## config.mk

```make
export PLATFORM = sky130hd
export DESIGN_NAME = alarm_trigger
export DESIGN_NICKNAME = d
export VERILOG_FILES = /design/src/rtl/alarm_trigger.sv
export SDC_FILE = /design/constraint.sdc
export NUM_CORES = 1
export LEC_CHECK = 0
export ABC_AREA = 1
export CAP_MARGIN = 20
export CORE_AREA = 2 2 197 199
export CTS_CLUSTER_DIAMETER = 80
export DETAILED_ROUTE_END_ITERATION = 16
export DIE_AREA = 0 0 199 201
export PLACE_DENSITY_LB_ADDON = 0.05
export SYNTH_ARGS = -nofsm -noshare
export SYNTH_HDL_FRONTEND = slang
export SYNTH_SLANG_ARGS = --single-unit
```

## constraint.sdc

```tcl
create_clock -name i_Clk_5MHz -period 3.2 [get_ports i_Clk_5MHz]
set_input_delay 0.96 -clock i_Clk_5MHz [delete_from_list [all_inputs] [get_ports i_Clk_5MHz]]
set_output_delay 0.96 -clock i_Clk_5MHz [all_outputs]
set_load 0.05 [all_outputs]
```

## src/rtl/alarm_trigger.sv

```systemverilog
// Alarm clock trigger: detects entry into the alarm minute, runs the
// IDLE/RINGING/SNOOZE sequence with tick-based timeouts and drives the
// buzzer beep pattern.
module alarm_trigger #(
  parameter int unsigned CLKS_PER_TICK = 50000,
  parameter int unsigned SNOOZE_TICKS  = 54000,
  parameter int unsigned RING_TICKS    = 60000,
  parameter int unsigned BEEP_TICKS    = 50
) (
  input  logic        i_Clk_5MHz,
  input  logic        i_Reset,
  input  logic        i_Alarm_Enable,
  input  logic [23:0] i_Current_Time_Stamp,
  input  logic [23:0] i_Alarm_Time_Stamp,
  input  logic        i_Snooze,
  input  logic        i_Stop,
  output logic        o_Ringing,
  output logic        o_Snoozing,
  output logic        o_Buzzer
);

  localparam int unsigned TS_W       = 24;
  localparam int unsigned CS_PER_MIN = 6000;
  localparam int unsigned TICK_MAX   = (RING_TICKS > SNOOZE_TICKS) ? RING_TICKS : SNOOZE_TICKS;
  localparam int unsigned PRESC_W    = (CLKS_PER_TICK > 1) ? $clog2(CLKS_PER_TICK) : 1;
  localparam int unsigned TICK_W     = (TICK_MAX > 1) ? $clog2(TICK_MAX) : 1;
  localparam int unsigned BEEP_W     = (BEEP_TICKS > 1) ? $clog2(BEEP_TICKS) : 1;

  localparam logic [PRESC_W-1:0] PRESC_LAST  = PRESC_W'(CLKS_PER_TICK - 1);
  localparam logic [TICK_W-1:0]  RING_LAST   = TICK_W'(RING_TICKS - 1);
  localparam logic [TICK_W-1:0]  SNOOZE_LAST = TICK_W'(SNOOZE_TICKS - 1);
  localparam logic [BEEP_W-1:0]  BEEP_LAST   = BEEP_W'(BEEP_TICKS - 1);

  typedef enum logic [1:0] {
    ST_IDLE    = 2'd0,
    ST_RINGING = 2'd1,
    ST_SNOOZE  = 2'd2
  } state_e;

  state_e              state_q, state_d;
  logic [PRESC_W-1:0]  presc_q, presc_d;
  logic [TICK_W-1:0]   tick_q, tick_d;
  logic [BEEP_W-1:0]   beep_q, beep_d;
  logic                phase_q, phase_d;
  logic                match_q;
  logic                ringing_q, snoozing_q, buzzer_q;
  logic                buzzer_d;

  logic [TS_W-1:0]     cur_min_c, alm_min_c;
  logic                match_c, trigger_c, tick_done_c, entry_c;

  // Minute-of-day comparison; seconds and hundredths are discarded.
  assign cur_min_c   = TS_W'(i_Current_Time_Stamp / TS_W'(CS_PER_MIN));
  assign alm_min_c   = TS_W'(i_Alarm_Time_Stamp / TS_W'(CS_PER_MIN));
  assign match_c     = (cur_min_c == alm_min_c);
  assign trigger_c   = match_c & ~match_q & i_Alarm_Enable;
  assign tick_done_c = (presc_q == PRESC_LAST);

  // Next-state selection with enable-low > stop > snooze > timeout priority.
  always_comb begin
    state_d = state_q;
    unique case (state_q)
      ST_IDLE: begin
        if (trigger_c) state_d = ST_RINGING;
      end
      ST_RINGING: begin
        if (!i_Alarm_Enable)                    state_d = ST_IDLE;
        else if (i_Stop)                        state_d = ST_IDLE;
        else if (i_Snooze)                      state_d = ST_SNOOZE;
        else if (tick_done_c && tick_q == RING_LAST) state_d = ST_IDLE;
      end
      ST_SNOOZE: begin
        if (!i_Alarm_Enable)                    state_d = ST_IDLE;
        else if (i_Stop)                        state_d = ST_IDLE;
        else if (tick_done_c && tick_q == SNOOZE_LAST) state_d = ST_RINGING;
      end
      default: state_d = ST_IDLE;
    endcase
  end

  // Prescaler, tick and beep-phase counters; all restart on every state entry.
  always_comb begin
    entry_c = (state_d != state_q);
    presc_d = presc_q;
    tick_d  = tick_q;
    beep_d  = beep_q;
    phase_d = phase_q;
    if (entry_c || state_d == ST_IDLE) begin
      presc_d = '0;
      tick_d  = '0;
      beep_d  = '0;
      phase_d = 1'b1;
    end else if (tick_done_c) begin
      presc_d = '0;
      tick_d  = tick_q + TICK_W'(1);
      if (beep_q == BEEP_LAST) begin
        beep_d  = '0;
        phase_d = ~phase_q;
      end else begin
        beep_d = beep_q + BEEP_W'(1);
      end
    end else begin
      presc_d = presc_q + PRESC_W'(1);
    end
    buzzer_d = (state_d == ST_RINGING) & phase_d;
  end

  // State, counters, match history and outputs all registered from next-state.
  always_ff @(posedge i_Clk_5MHz or posedge i_Reset) begin
    if (i_Reset) begin
      state_q    <= ST_IDLE;
      presc_q    <= '0;
      tick_q     <= '0;
      beep_q     <= '0;
      phase_q    <= 1'b1;
      match_q    <= 1'b1;
      ringing_q  <= 1'b0;
      snoozing_q <= 1'b0;
      buzzer_q   <= 1'b0;
    end else begin
      state_q    <= state_d;
      presc_q    <= presc_d;
      tick_q     <= tick_d;
      beep_q     <= beep_d;
      phase_q    <= phase_d;
      match_q    <= match_c;
      ringing_q  <= (state_d == ST_RINGING);
      snoozing_q <= (state_d == ST_SNOOZE);
      buzzer_q   <= buzzer_d;
    end
  end

  assign o_Ringing  = ringing_q;
  assign o_Snoozing = snoozing_q;
  assign o_Buzzer   = buzzer_q;

endmodule

```

# After elaboration in Yosys (flattened, before gate mapping)
# Index checks and enable logic that the tools add are counted.
# word_totals
regBits	45
input_bits	53
out_inout_bits	3
elab_cells	54
# classes
addsub	3
div	2
eq_ne	10
mux	19
n_bitwise	5
n_reduce_logical	6
# ops
cell	n
16-bit 2-to-1 mux	4
24-bit by 13-bit divider with 24-bit output, second input constant	2
16-bit == test, second input constant	3
16-bit by 1-bit adder with 16-bit output, second input constant	2
24-bit == test	1
6-bit 2-to-1 mux	3
2-bit 2-to-1 mux	8
6-bit by 1-bit adder with 6-bit output, second input constant	1
6-bit == test, second input constant	1
2-bit case mux with 3 select lines	1
2-bit by 1-bit == test with 1-bit output, second input constant	2
2-bit == test, second input constant	2
2-bit zero test	2
1-bit AND	3
1-bit 2-to-1 mux	3
1-bit logical AND	2
2-bit != test	1
1-bit NOT	2
2-bit nonzero test	1
1-bit logical OR	1

# Longest topological paths before layout
# Gate-level depths: netlist of run 1.
# logic_depth
depth_word	11
depth_mapped	86
depth_no_buf	85

# Worst setup path before layout of run 1
# Ideal clock, no wire load.
# synth_timing
path_kind	input to register
from	in i_Alarm_Time_Stamp[16]
to	reg buzzer_q, in the netlist o_Buzzer
setup_ps	74
t_arrival_ps	7766
t_required_ps	3126
slack_ps	-4639
cell_stages	72
path_buffers	5
path_cell_list	nand3_1 -> nand2_2 -> nand2_2 -> nand2_2 -> nand2_4 -> inv_4 -> or2_1 -> nand4_2 -> nand2_2 -> nand3_4 -> nand2_4 -> o21ai_1 -> nand2_1 -> nor2_1 -> nand2_4 -> inv_4 -> nand2_2 -> nand2_2 -> [36 not listed] -> nand2_2 -> o21ai_2 -> inv_1 -> nand2_1 -> nand3_2 -> nand2_2 -> buf_6 -> nand2_4 -> xor2_2 -> nor2_1 -> nor2_2 -> nand2_4 -> nand2_1 -> xnor2_1 -> nand2_1 -> nand3_1 -> nand4_2 -> a21oi_2
# synth_between
elab_chain_cells	10
word_cells_on_any_way	12
cone_classes	1 x div; 3 x eq/ne; 3 x mux; 3 x bitwise; 2 x reduce/logical
# synth_rtl
element	line_no	rtl
from (decl)	14	input logic [23:0] i_Alarm_Time_Stamp,
24-bit by 13-bit divider with 24-bit output *	54	assign alm_min_c = TS_W'(i_Alarm_Time_Stamp / TS_W'(CS_PER_MIN));
24-bit == test *	55	assign match_c = (cur_min_c == alm_min_c);
1-bit AND * (2 in a row)	56	assign trigger_c = match_c & ~match_q & i_Alarm_Enable;
2-bit 2-to-1 mux *	64	if (trigger_c) state_d = ST_RINGING;
2-bit case mux with 3 select lines *	62	unique case (state_q)
2-bit != test / 2-bit zero test (equally long branches)	83, 88	
1-bit logical OR	88	if (entry_c || state_d == ST_IDLE) begin
1-bit 2-to-1 mux	88	
1-bit AND *	105	buzzer_d = (state_d == ST_RINGING) & phase_d;
named net buzzer_d	47	logic buzzer_d;
to (signal assigned)	129	buzzer_q <= buzzer_d;
to (decl)	46	logic ringing_q, snoozing_q, buzzer_q;
# The timed path passes the listed nets; every way through them passes the cells marked *.
# A chain may end at the register's enable or synchronous reset.

# Worst setup path after layout of run 1
# layout_timing
from	in i_Current_Time_Stamp[22]
to	reg match_q
# layout_between
elab_chain_cells	2
# layout_rtl
element	line_no	rtl
from (decl)	13	input logic [23:0] i_Current_Time_Stamp,
24-bit by 13-bit divider with 24-bit output	53	assign cur_min_c = TS_W'(i_Current_Time_Stamp / TS_W'(CS_PER_MIN));
24-bit == test	55	
named net match_c	50	logic match_c, trigger_c, tick_done_c, entry_c;
to (signal assigned)	126	match_q <= match_c;
to (decl)	45	logic match_q;
# The timed path passes the listed nets, and every way through them passes these cells.

==> results of run 1 <==
==> cell families after synthesis <==
| kind of cell | share of synthesized area |
|---|---|
| xor+xnor | 0.0504 |
| simple gates | 0.611 |
| compound gates | 0.0872 |
| buf+inv | 0.125 |
| flops | 0.121 |
| fa+ha+maj | 0.00535 |
==> worst max-delay path, delay by kind of cell <==
family | cells | cell delay (ns)
AO/OA/AOI/OAI | 4 | 0.62
buffers and inverters | 17 | 1.87
AND/OR/NAND/NOR | 52 | 4.92
==> area by class of cell <==
type                    count  area (um2)  area share
repair buffers            626        5070       0.288
clock inverters             1        5.00    0.000284
inverters                 271        1120      0.0637
clock buffers               7         153     0.00867
flip-flops and latches     45        1130      0.0641
well taps                 518         648      0.0368
multi-input cells        1292        9470       0.538
repair inverters            1        7.51    0.000426
==> per-layer routing <==
layer / up-vias / share of wire
met4: 2 / 0.0067
met3: 22 / 0.013
li1: 6421 / -
met5: - / 0.00044
met1: 5271 / 0.45
met2: 81 / 0.53
==> flip-flops by register name, indices dropped and copies added (netlist names) <==
name,cells
tick_q,16
match_q,1
o_Buzzer,1
o_Ringing,1
beep_q,6
state_q,2
o_Snoozing,1
presc_q,16
phase_q,1
==> through the flow <==
stage / TNS, ns / setup WS, ns / instances
global placement: -25.05 / -6.29 / 2604
floorplan: -17.99 / -4.55 / 1610
finish: -20.09 / -5.04 / 2761
global route: -22.28 / -5.58 / 2761
detailed placement: -25.17 / -6.34 / 2604
CTS: -20.10 / -5.06 / 2705
==> cell usage in the layout, fill, tap and decap left out, types with 18 or more instances in the layout <==
| cell | netlist | routed |
|---|---|---|
| sky130_fd_sc_hd__o21ai_2 | 5 | 21 |
| sky130_fd_sc_hd__nand2_8 | 4 | 23 |
| sky130_fd_sc_hd__nor2_4 | 13 | 49 |
| sky130_fd_sc_hd__nand2_1 | 471 | 322 |
| sky130_fd_sc_hd__nand4_1 | 23 | 23 |
| sky130_fd_sc_hd__buf_6 | 5 | 48 |
| sky130_fd_sc_hd__nand2_4 | 30 | 112 |
| sky130_fd_sc_hd__nand3_1 | 183 | 111 |
| sky130_fd_sc_hd__nand3_4 | 7 | 44 |
| sky130_fd_sc_hd__o21ai_0 | 30 | 19 |
| sky130_fd_sc_hd__xor2_1 | 33 | 30 |
| sky130_fd_sc_hd__nor3_1 | 25 | 24 |
| sky130_fd_sc_hd__dfrtp_1 | 43 | 43 |
| sky130_fd_sc_hd__nand2_2 | 118 | 176 |
| sky130_fd_sc_hd__xnor2_1 | 19 | 18 |
| sky130_fd_sc_hd__nand3_2 | 21 | 57 |
| sky130_fd_sc_hd__o21ai_1 | 33 | 19 |
| sky130_fd_sc_hd__buf_4 | 0 | 533 |
| sky130_fd_sc_hd__inv_1 | 200 | 173 |
| sky130_fd_sc_hd__nor2_1 | 122 | 88 |
| sky130_fd_sc_hd__clkdlybuf4s50_1 | 0 | 29 |
| sky130_fd_sc_hd__inv_2 | 56 | 67 |
| sky130_fd_sc_hd__a21oi_1 | 32 | 24 |
==> worst min-delay path by stage <==
stage / endpoint / slack (ns) / cells past startpoint
floorplan: presc_q[0] / 0.44 / 1
CTS: presc_q[0] / 0.47 / 1
detailed placement: presc_q[0] / 0.46 / 1
finish: presc_q[0] / 0.47 / 1
global placement: presc_q[0] / 0.47 / 1
global route: presc_q[0] / 0.49 / 1
==> what timing repair did <==
action,CTS,global route
setup endpoints to repair,4,14
setup buffers,82,55
gates cloned,11,1
hold buffers,0,0
pin swaps,146,232
resized for setup,305,357
endpoints found under the hold margin,0,0
==> impl_metrics.yaml, run 1 <==
die:
  floorplan.initialDensity: 0.246
  io_pins: 56
  coreArea_um2: 38100
  die-area_um2: 40000
  die_width_um: 199
  die_y_um: 201
  core.rowCount: 72
worst_setup_path:
  critPathRequiredTime_ns: 3.42
  worst_setup_path_start_kind: "primary input"
  worstReg2RegEnd: "presc_q[8]"
  worst-endpoint-arrival_ns: 8.46
  worst-setup-path-type: "in2reg"
  regToRegSetupSlack_ns: 0.42
  worst_r2r_path_depth: 17
  worst_setup_path_end_kind: "flop"
  critical-path-max-stage-delay_ns: 0.25
  r2r-start: "presc_q[4]"
  crit_path_max_fanout: 8
  cp-startpoint: "i_Current_Time_Stamp[22]"
  worst_path_most_repeated_cell: "sky130_fd_sc_hd__nand2_4"
  worstSetupEndpoint: "match_q"
  cpMaxStageDelayCell: "sky130_fd_sc_hd__dlygate4sd2_1"
sta:
  timing.max_slew.rel_slack: 0.666
  finClkSkew_ns: 0.00710
  timing_worst_slew_pin_value_ns: 0.499
  min_period_ns: 8.24
  rsz0062_at_grt: "yes"
  hold_slack_ns: 0.468
  finalMaxSlewViolations: 0
  finalSetupViolCount: 4
  fmaxAchievable_mhz: 121
  setup_ws_ns: -5.04
  hold_viol: 0
  finalCritPeriodShare: 2.58
global_routing:
  antenna_found_initial: 1
  grt_first_pass_wirelength_mm: 49.9
  grt_pass1_vias: 11200
  gr-usage-met1: 0.185
  final_global_route_overflow_total: 0
  grt_busiest_layer: "met2"
  grt_max_degree: 34
  use_met2: 0.269
  global_router_s_overall_resource_usage: 0.143
  grt_util_met3: 0.00840
routing:
  drt_first_pass_iters: 4
  routed_wire_length_per_instance_um: 10.6
  vias_per_cell: 4.27
  drc: 0
  drt.antenna.violating_nets: 0
  routed_wirelength_mm: 29.3
  number_of_drc_markers_after_the_initial_detailed_route_iteration: 280
  via_count_of_the_routed_design: 11800
logic_synthesis:
  postSynthRegisterBits: 45
  ys_warn_count: 0
  synth.most_common_cell: "sky130_fd_sc_hd__nand2_1"
  synth.cells.most_frequent: "471 x sky130_fd_sc_hd__nand2_1, 200 x sky130_fd_sc_hd__inv_1, 183 x sky130_fd_sc_hd__nand3_1, 122 x sky130_fd_sc_hd__nor2_1, 118 x sky130_fd_sc_hd__nand2_2"
  share_of_synthesized_flip_flops_with_an_asynchronous_set_or_reset: 1.00
  syn_avg_cell_area_um2: 5.81
  yosysSeqAreaShare: 0.121
  synthFlopType: "sky130_fd_sc_hd__dfrtp_1"
  synth_top_area_share: 0.189
  synth.area.top_cells: "sky130_fd_sc_hd__nand2_1 19%, sky130_fd_sc_hd__dfrtp_1 11%, sky130_fd_sc_hd__nand3_1 9.8%"
  synth_nets: 1667
  cell_taking_the_most_area_after_synthesis: "sky130_fd_sc_hd__nand2_1"
  library_cells_used_by_synthesis: 61
  postSynthCellCount: 1610
  synth_edf_count: 0
  synth.cell_area_um2: 9360
job:
  maxCapViolCount: 0
final_layout:
  layout.core_utilization: 0.462
  antenna-diode-count: 0
  fillerInstances: 3883
  post-route-cell-area_um2: 17600
  drive_gt1_frac: 0.564
  area_growth_pct: 88.1
  fin_nets: 2299
clock_tree:
  cts_root_buf: "sky130_fd_sc_hd__clkbuf_16"
  h-tree-depth: 2
  cts.sinks: 45
  cts-buffers-inserted: 5
  clockBufferDepth: 2
  tritoncts: "done"
  worst_skew_pair.late_latency_ns: 0.29
  cts.reportedPaths.clkPinSlew_ns: 0.06
place:
  io_buffer_count: 47
  place_area_um2: 13900
  dpl.hpwl_mm: 22.7
  gpl.final_weighted_congestion: 0.779
worst_hold_path:
  min_from: "presc_q[0]"
  timing.hold.worst.class: "reg2reg"
status:
  violated_checks: "negative setup slack"
  status: "finished, violations left"
Power of run 1 is not shown: default switching activity piles up to over one toggle a cycle in this logic, so the estimate is an artifact.
==> run 2: changes to the inputs <==
--- a/config.mk
+++ b/config.mk
@@ -9,9 +9,9 @@
 export CAP_MARGIN = 20
 export CORE_AREA = 2 2 197 199
 export CTS_CLUSTER_DIAMETER = 80
+export CTS_CLUSTER_SIZE = 16
 export DETAILED_ROUTE_END_ITERATION = 16
 export DIE_AREA = 0 0 199 201
-export PLACE_DENSITY_LB_ADDON = 0.05
 export SYNTH_ARGS = -nofsm -noshare
 export SYNTH_HDL_FRONTEND = slang
 export SYNTH_SLANG_ARGS = --single-unit
==> run 2 against run 1 <==
The run still ends with negative setup slack left. Register-to-register slack lost 0.14 ns. Count of clock-buffer cells in the layout grew 1. Critical path type unchanged. Critical endpoint is now o_Buzzer. Flip-flop and latch count is the same. Via count grew 3.4%. Non-clock buffer count shrank 35. Sequential share of layout area grew 0.28 points. Highest routed layer is now met4. Design area shrank 4.2%. Final cell count shrank 1.2%. Maximum frequency shrank 0.71%. Core utilization shrank 1.9 points. Critical path depth shrank 1.
==> impl_metrics.yaml, run 2 (same netlist as run 1, synthesis figures left out) <==
status:
  status: "finished, violations left"
  violated_checks: "negative setup slack"
sta:
  setup_ws_ns: -5.10
  finalMaxSlewViolations: 0
  min_period_ns: 8.30
  finClkSkew_ns: 0.00560
  finalCritPeriodShare: 2.59
  timing_worst_slew_pin_value_ns: 0.786
  timing.max_slew.rel_slack: 0.471
  hold_viol: 0
  rsz0062_at_grt: "yes"
  finalSetupViolCount: 4
  fmaxAchievable_mhz: 120
final_layout:
  layout.core_utilization: 0.443
  final_cell_mix: "512 x sky130_fd_sc_hd__buf_4, 351 x sky130_fd_sc_hd__nand2_1, 178 x sky130_fd_sc_hd__inv_1, 168 x sky130_fd_sc_hd__nand2_2, 125 x sky130_fd_sc_hd__nand3_1"
  post-route-cell-area_um2: 16900
  fin_nets: 2265
  mostFrequentLayoutCell: "sky130_fd_sc_hd__buf_4"
  area_growth_pct: 80.2
  layout_top_registers: "presc_q (16), tick_q (16), beep_q (6)"
  drive_gt1_frac: 0.532
  antenna-diode-count: 0
worst_setup_path:
  worst_path_most_repeated_cell: "sky130_fd_sc_hd__nand2_2"
  cpMaxStageDelayCell: "sky130_fd_sc_hd__buf_4"
  crit_path_max_fanout: 8
  worst-setup-path-type: "in2reg"
  worst_setup_path_start_kind: "primary input"
  critPathRequiredTime_ns: 3.42
  worst_setup_path_end_kind: "flop"
  critical-path-max-stage-delay_ns: 0.20
  worst-endpoint-arrival_ns: 8.51
place:
  io_buffer_count: 47
  place_area_um2: 13600
  dpl.hpwl_mm: 21.0
  gpl.final_weighted_congestion: 0.845
routing:
  vias_per_cell: 4.47
  number_of_drc_markers_after_the_initial_detailed_route_iteration: 490
  drt.antenna.violating_nets: 0
  via_count_of_the_routed_design: 12200
  drt_first_pass_iters: 6
  routed_wire_length_per_instance_um: 11.4
  drc: 0
  routed_wirelength_mm: 31.0
die:
  coreArea_um2: 38100
  core.rowCount: 72
  die_width_um: 199
  die_y_um: 201
  die-area_um2: 40000
  floorplan.initialDensity: 0.246
  io_pins: 56
clock_tree:
  cts.sinks: 45
  cts_root_buf: "sky130_fd_sc_hd__clkbuf_16"
  hold_buffers: 0
  clockBufferDepth: 2
  cts.reportedPaths.clkPinSlew_ns: 0.06
  h-tree-depth: 2
  worst_skew_pair.late_latency_ns: 0.29
  cts-buffers-inserted: 5
  tritoncts: "done"
global_routing:
  grt_first_pass_wirelength_mm: 48.4
  grt_pass1_vias: 11800
  global_router_s_overall_resource_usage: 0.136
  grt_max_degree: 30
  antenna_found_initial: 0
  final_global_route_overflow_total: 0
worst_hold_path:
  timing.hold.worst.class: "reg2reg"
job:
  maxCapViolCount: 0
## run 2: cell types whose count changed in the layout (fill, tap and decap cells not counted), moves of 4 or more
cell | previous run | this run
sky130_fd_sc_hd__o21ai_2 | 21 | 25
sky130_fd_sc_hd__nor2_4 | 49 | 44
sky130_fd_sc_hd__dlygate4sd2_1 | 4 | 0
sky130_fd_sc_hd__nand2_2 | 176 | 168
sky130_fd_sc_hd__buf_6 | 48 | 35
sky130_fd_sc_hd__nand2_8 | 23 | 18
sky130_fd_sc_hd__nand3_4 | 44 | 31
sky130_fd_sc_hd__buf_4 | 533 | 512
sky130_fd_sc_hd__nand2_4 | 112 | 97
sky130_fd_sc_hd__nand3_1 | 111 | 125
sky130_fd_sc_hd__nand2_1 | 322 | 351
sky130_fd_sc_hd__inv_1 | 173 | 178
sky130_fd_sc_hd__dlymetal6s2s_1 | 0 | 5
sky130_fd_sc_hd__inv_4 | 17 | 12
## run 2: path summary, 6_finish.rpt
path	start	end	slack (ns)	depth (start not counted)
min in group asynchronous	i_Reset	presc_q[6]	0.91	2
hold reg to reg	presc_q[0]	presc_q[0]	0.47	1
setup / recovery	i_Alarm_Time_Stamp[15]	o_Buzzer	-5.10	72
max in group asynchronous	i_Reset	tick_q[1]	1.68	4
hold / removal	presc_q[0]	presc_q[0]	0.47	1
setup reg to reg	presc_q[4]	o_Buzzer	0.28	16
## run 2: through the flow
stage / TNS (ns) / setup WS [ns] / hold slack, ns / cells
floorplan: -17.99 / -4.55 / 0.444 / 1610
detailed placement: -24.10 / -6.09 / 0.461 / 2580
CTS: -20.63 / -5.19 / 0.469 / 2663
finish: -20.24 / -5.10 / 0.471 / 2727
global route: -22.53 / -5.66 / 0.516 / 2727
global placement: -23.49 / -5.92 / 0.462 / 2580
## run 2: area by class of cell
class,instances,area [um2]
Clock buffer,8,146
Fill cell,3647,21200
Inverter,271,1100
Multi-Input combinational cell,1293,9080
Sequential cell,45,1130
Tap cell,518,648
Timing Repair Buffer,591,4750
Timing Repair inverter,1,7.51
## run 2: critical path, delay by kind of cell
kind	cells	cell delay [ns]
AND/OR/NAND/NOR	44	4.07
buffers and inverters	21	2.43
AO/OA/AOI/OAI	6	0.88
XOR/XNOR	1	0.14
## run 2: repair_timing
| item | in CTS | in global routing |
|---|---|---|
| endpoints found under the hold margin | 0 | 0 |
| resized for setup | 167 | 360 |
| pin swaps | 81 | 187 |
| buffers inserted | 63 | 62 |
| endpoints found under the setup margin | 4 | 13 |
| cloned | 12 | 1 |
## run 2: layer usage
layer,vias up,share of wire,GRT usage
met1,5652,0.41,0.159
met3,41,0.017,0.00655
met5,-,0,0
met2,179,0.55,0.269
met4,0,0.016,0.0243
li1,6328,-,-
Power of run 2 is left out for the same reason.
